**config.mk**
```make
export PLATFORM = sky130hd
export DESIGN_NAME = mem_ctrl
export DESIGN_NICKNAME = d
export VERILOG_FILES = /design/src/rtl/mem_ctrl.sv
export SDC_FILE = /design/constraint.sdc
export NUM_CORES = 1
export LEC_CHECK = 0
export BUFFER_PORTS_ARGS = -buffer_cell sky130_fd_sc_hd__buf_4
export CORE_MARGIN = 2
export CORE_UTILIZATION = 40
export DETAILED_ROUTE_END_ITERATION = 16
export GPL_ROUTABILITY_DRIVEN = 0
export GPL_TIMING_DRIVEN = 0
export PLACE_DENSITY_LB_ADDON = 0.1
export SLEW_MARGIN = 20
export SYNTH_ARGS = -nofsm -noshare
export SYNTH_HDL_FRONTEND = slang
export SYNTH_SLANG_ARGS = --single-unit
```
**constraint.sdc**
```tcl
create_clock -name clk -period 5.5 [get_ports clk]
set_clock_uncertainty 0.1 [all_clocks]
set_input_delay 1.65 -clock clk [delete_from_list [all_inputs] [get_ports clk]]
set_output_delay 1.65 -clock clk [all_outputs]
set_load 0.01 [all_outputs]
```
**src/rtl/mem_ctrl.sv**
```systemverilog
// rtl/mem_ctrl.sv - byte-serial RAM controller arbitrating instruction fetch and load/store ports
module mem_ctrl (
    input  logic        clk,
    input  logic        rst,
    input  logic        rdy,
    input  logic        pred_fail_flag,
    input  logic        if_enable,
    input  logic [31:0] if_addr,
    output logic        if_valid,
    output logic [31:0] if_data,
    input  logic        ls_enable,
    input  logic [2:0]  ls_siz,
    input  logic [31:0] ls_addr,
    input  logic        ls_wr_tag,
    input  logic [31:0] ls_din,
    output logic        ls_valid,
    output logic [31:0] ls_dout,
    input  logic [7:0]  ram_din,
    output logic [7:0]  ram_dout,
    output logic [31:0] ram_a,
    output logic        ram_wr,
    input  logic        io_buffer_full
);
    typedef enum logic [2:0] {IDLE, IF_RD, LS_RD, LS_WR, DONE} state_t;

    state_t      state, state_next;
    logic [2:0]  cnt, cnt_next;
    logic [31:0] addr_q, din_q, rd_buf, rd_merged, next_addr;
    logic [2:0]  size_q, req_size;
    logic        if_valid_q, ls_valid_q;
    logic        accept_ls, accept_if, is_read, rd_last, if_abort;
    logic        io_stall, byte_issued, wr_last;
    logic [1:0]  rd_idx, wr_idx;

    always_comb begin
        req_size    = (ls_siz == 3'd1 || ls_siz == 3'd2) ? ls_siz : 3'd4;
        accept_ls   = (state == IDLE) && ls_enable;
        accept_if   = (state == IDLE) && !ls_enable && if_enable && !pred_fail_flag;
        is_read     = (state == IF_RD) || (state == LS_RD);
        rd_last     = is_read && (cnt == size_q);
        if_abort    = (state == IF_RD) && pred_fail_flag;
        // UART-mapped stores must wait until the IO buffer has room
        io_stall    = (state == LS_WR) && (addr_q[17:16] == 2'b11) && io_buffer_full;
        byte_issued = (state == LS_WR) && !io_stall;
        wr_last     = byte_issued && ((cnt + 3'd1) == size_q);
        rd_idx      = cnt[1:0] - 2'd1;
        wr_idx      = cnt[1:0] + 2'd1;
        next_addr   = addr_q + {29'd0, cnt} + 32'd1;
        // RAM read data trails the address by two edges, so byte cnt-1 arrives now
        rd_merged   = rd_buf;
        rd_merged[{rd_idx, 3'b000} +: 8] = ram_din;
    end

    always_comb begin
        state_next = state;
        cnt_next   = cnt;
        case (state)
            IDLE: begin
                if (accept_ls) begin
                    state_next = ls_wr_tag ? LS_WR : LS_RD;
                    cnt_next   = 3'd0;
                end else if (accept_if) begin
                    state_next = IF_RD;
                    cnt_next   = 3'd0;
                end
            end
            IF_RD, LS_RD: begin
                if (if_abort)
                    state_next = IDLE;
                else if (rd_last)
                    state_next = DONE;
                else
                    cnt_next = cnt + 3'd1;
            end
            LS_WR: begin
                if (wr_last)
                    state_next = DONE;
                else if (byte_issued)
                    cnt_next = cnt + 3'd1;
            end
            DONE:    state_next = IDLE;
            default: state_next = IDLE;
        endcase
    end

    always_ff @(posedge clk or negedge rst) begin
        if (!rst) begin
            state <= IDLE;
            cnt   <= 3'd0;
        end else if (rdy) begin
            state <= state_next;
            cnt   <= cnt_next;
        end
    end

    always_ff @(posedge clk or negedge rst) begin
        if (!rst) begin
            addr_q     <= 32'd0;
            din_q      <= 32'd0;
            size_q     <= 3'd4;
            rd_buf     <= 32'd0;
            ram_a      <= 32'd0;
            ram_dout   <= 8'd0;
            if_data    <= 32'd0;
            ls_dout    <= 32'd0;
            if_valid_q <= 1'b0;
            ls_valid_q <= 1'b0;
        end else if (rdy) begin
            if_valid_q <= 1'b0;
            ls_valid_q <= 1'b0;
            if (accept_ls || accept_if) begin
                addr_q <= accept_ls ? ls_addr : if_addr;
                size_q <= accept_ls ? req_size : 3'd4;
                din_q  <= ls_din;
                rd_buf <= 32'd0;
                ram_a  <= accept_ls ? ls_addr : if_addr;
                if (accept_ls)
                    ram_dout <= ls_din[7:0];
            end
            if (is_read && !if_abort) begin
                if (cnt != 3'd0)
                    rd_buf <= rd_merged;
                if ((cnt + 3'd1) < size_q)
                    ram_a <= next_addr;
                if (rd_last) begin
                    if (state == IF_RD) begin
                        if_data    <= rd_merged;
                        if_valid_q <= 1'b1;
                    end else begin
                        ls_dout    <= rd_merged;
                        ls_valid_q <= 1'b1;
                    end
                end
            end
            if (byte_issued && !wr_last) begin
                ram_a    <= next_addr;
                ram_dout <= din_q[{wr_idx, 3'b000} +: 8];
            end
            if (wr_last)
                ls_valid_q <= 1'b1;
        end
    end

    // Strobe is gated live so a freeze or a full IO buffer never writes
    assign ram_wr   = (state == LS_WR) && rdy && !io_stall;
    assign ls_valid = ls_valid_q;
    assign if_valid = if_valid_q && !pred_fail_flag;

endmodule

```
# == After elaboration in Yosys (flattened, before gate mapping) ==
# Cells that the tools add are included.
# totals
inputBits,115
output_inout_bits,107
elab_cells,108
ff_bits,211
# classes
order_cmp,1
n_reduce_logical,35
bitwise_logic,1
n_eq_ne,15
n_shift,3
add_sub_neg,6
muxes,35
# op_table
op,count
$mux W32,8
$mux W3,13
$add A32 B1 Y32 const B,1
$add A32 B3 Y32,1
$bwmux W32,1
$shift A8 B7 Y32 const A,1
$shiftx A32 B6 Y8,1
$shiftx A8 B7 Y32,1
$mux W8,3
$pmux W3 S3,2
$logic_and A1 B1 Y1,15
$reduce_and A4 Y1,3
$ne A2 B2 Y1 const B,5
$eq A3 B2 Y1 const B,3
$mux W1,8
$neg A5 Y7,1
$reduce_and A7 Y1,1
$eq A3 B1 Y1 const B,2
$eq A3 B3 Y1,2
$ne A3 B3 Y1 const B,2
$reduce_bool A3 Y1,2
$logic_not A1 Y1,5
$reduce_bool A2 Y1,2
$add A3 B1 Y3 const B,1
other kinds (10),12

# == Depth between registers and ports, before layout ==
# logic_depth
ltp_word,10
depth_mapped,12
mapped_depth_nobuf,9

# == Worst setup path after synthesis ==
# OpenSTA, ideal clock, no wires.
# synth_path
path_kind,in2out
startpoint,in rdy
endpoint,out ram_wr
path_buffers,2
setup_slack_ps,1105
path_stages,4
arrival_time_ps,2645
required_ps,3750
path_cell_list,clkbuf_1 -> inv_1 -> buf_1 -> nor3_1
# synth_between
elab_chain_len,2
# synth_rtl
item,line,source
start: declaration,5,"input logic rdy,"
$logic_and A1 B1 Y1 (2 in a row),145,assign ram_wr = (state == LS_WR) && rdy && !io_stall;
end: declaration,21,"output logic ram_wr,"
# No other way between the ends.

# == Worst setup path in the final report ==
# Same ends and word-level chain as after synthesis.

==> metrics.txt <==
outcome complete, no violations; M1 GR Usage about 34%; Req. time, crit path roughly 3.8 ns; post-DR wirelength/cell between 15 and 20 um; Post CTS Setup Buffer Count 0; minimum clock period 4.99 ns; final-layout fill cell count 2,383; synthesis-stage register bit count 211; area leader, netlist dfrtp_1; final non-filler cell total 1,628; Yosys cell types 66; Synth Instances 1,041; Setup CP Type in2out; first-pass GRT wire length 47,800 um; Total Routing Usage GR 22.9%; Post-synth top flop dfrtp_1; Syn Nets between 1,000 and 1,500; routing usage on met2 34.9%; H-Tree Depth 1; clock share of power 24.3%; die area 0.0267 mm^2; total CTS buffers 25; Final Hold Vio Count 0; Worst setup EP type primary output; Avg Cell Area, Syn approximately 9.7 um^2; vias in the first global route 8,330; ANT nets after route 0; total iterations of the first detailed-routing run 5; Total Power 6540 uW; CTS Buffer Depth 3; antenna violations before repair 0; setup_tns 0 ns; Synth area leaders dfrtp_1 52%, nand2_1 8.5%, o21ai_0 3.9%; worst setup path end ram_wr; chip height 163 um; YS warnings 0; Worst Setup Start Kind input pin; dpl cells 1,585; via count 8,556; fin util 51.9%; cts repair resizes 0; Post-synth EDFFs 0; R2R Path End ram_a[28]; I/O Buffers ~210; Setup-failing EPs final 0; io pins roughly 220; Core ar. 0.0250 mm^2; sw frac a little under two fifths; RR Startpoint cnt[0]; Leakage 0.00606 uW; fin crit share 90.7%; GR peak layer met2; pin count of the biggest net entering global routing 91; hold_buf cts 0; Critical path origin rdy; Worst R2R Path Depth 11; grt total ovfl 0; Flop pwr share 36.3%; Root Driver clkbuf_16; drt drc 0; Data arrival, critical path 3.24 ns; share of layout cells above drive strength 1 24.7%; synth cell count leaders 229 x nand2_1, 210 x dfrtp_1, 80 x o21ai_0; Power Internal slightly above 4000 uW; switching power about 2400 uW; Hold Path Class reg2reg; number of vias per cell 5.26; Max Fclk 201 MHz; Gate power share 39.4%; Clock transition at path regs 0.06 ns; Peak VDD IR 0.233 mV; CTS Sinks 211; Core Rows 58; final WL 30,300 um; clock latency on the worst-skew pair approximately 0.52 ns; RSZ-0062 raised after global routing no; met3 global-route usage 3.73%; Initial Util between 40% and 50%; sequential share of the synthesized area 52.0%; power per cell area between 500 and 600 mW/mm^2; Synth top area share 51.8%; hold slack 0.370 ns; Crit Path Max Fanout 10; FFs w/ async S/R, synth 100%; most common cell in the netlist nand2_1; CTS tree built; synthesized area 0.0101 mm^2; R2R setup slack 1.38 ns; width of the die 163 um; dpl hpwl roughly 22,000 um; max-cap violations 0; NumNets Final 1,410; Synth-to-Final Area Change 28.1%; ANT cells 0; Tightest Pin Transition roughly 1.1 ns; Slew HR 28.2%; initial detailed-routing violation count 646; final slew viol count 0; Worst Hold Depth 2
registers in the layout, summed over array words and instances, names as in the netlist:
signal / count
addr_q: 32
cnt: 3
din_q: 32
if_data: 32
if_valid_q: 1
ls_dout: 32
ls_valid: 1
ram_a: 32
ram_dout: 8
rd_buf: 32
size_q: 3
state: 3
per-layer routing:
| metal | vias up | wire [um] |
|---|---|---|
| met4 | 0 | 481 |
| li1 | 4149 | - |
| met5 | - | 0 |
| met3 | 36 | 1790 |
| met1 | 4140 | 14500 |
| met2 | 231 | 13500 |
per-stage QoR:
step | setup WS [ns] | instance area, um^2
2_1_floorplan | 1.10 | 10100
3_3_place_gp | 0.475 | 12200
3_5_place_dp | 0.479 | 12200
4_1_cts | 0.480 | 13000
5_1_grt | 0.323 | 13000
6_report | 0.513 | 13000
worst max-delay path: stages:
cell,delay (ns)
clkbuf_1,0.34
inv_1,0.26
buf_1,0.36
nor3_1,0.44
buf_4,0.20
power groups by stage:
stage | logic [uW] | clock network [uW] | registers, uW
floorplan | 1610 | 0 | 2390
global placement | 2560 | 0 | 2380
detailed placement | 2600 | 0 | 2390
CTS | 2610 | 1620 | 2370
global route | 2850 | 1690 | 2430
finish | 2580 | 1590 | 2370
final cells by class:
cell class	count	area (um^2)	area share, %
multi-input cells	749	4470	34.4
clock buffers	38	754	5.80
plain buffers	70	352	2.70
flip-flops and latches	211	5280	40.6
well taps	330	413	3.18
repair buffers	214	1650	12.7
clock inverters	5	28.8	0.221
inverters	11	41.3	0.318
kinds of logic (layout without fill, tap and decap cells):
family / Yosys count / in the layout / synth area share [%]
xor+xnor: 29 / 29 / 2.50
buf+inv: 81 / 338 / 3.87
compound gates: 271 / 271 / 17.9
fa+ha+maj: 13 / 13 / 1.68
flops: 211 / 211 / 52.0
mux: 23 / 23 / 3.29
simple gates: 413 / 413 / 18.7
placed cells by master, fill, tap and decap left out, drive strengths merged, types with 10 or more instances in the layout:
cell / n
a21oi: 66
a22o: 32
buf: 255
clkbuf: 67
dfrtp: 210
ha: 12
inv: 12
mux2i: 12
nand2: 230
nand3: 34
nor2: 42
nor2b: 37
nor3: 14
o21a: 23
o21ai: 80
o221a: 11
o22ai: 10
xor2: 22
worst min-delay path by stage:
stage          startpoint         to  slack (ns)
6_report        din_q[29]  din_q[29]        0.37
5_1_grt          din_q[8]   din_q[8]        0.39
4_1_cts         din_q[29]  din_q[29]        0.38
3_5_place_dp    din_q[16]  din_q[16]        0.36
3_3_place_gp    din_q[14]  din_q[14]        0.35
2_1_floorplan   din_q[24]  din_q[24]        0.34
(Power assumes the default switching activity.)
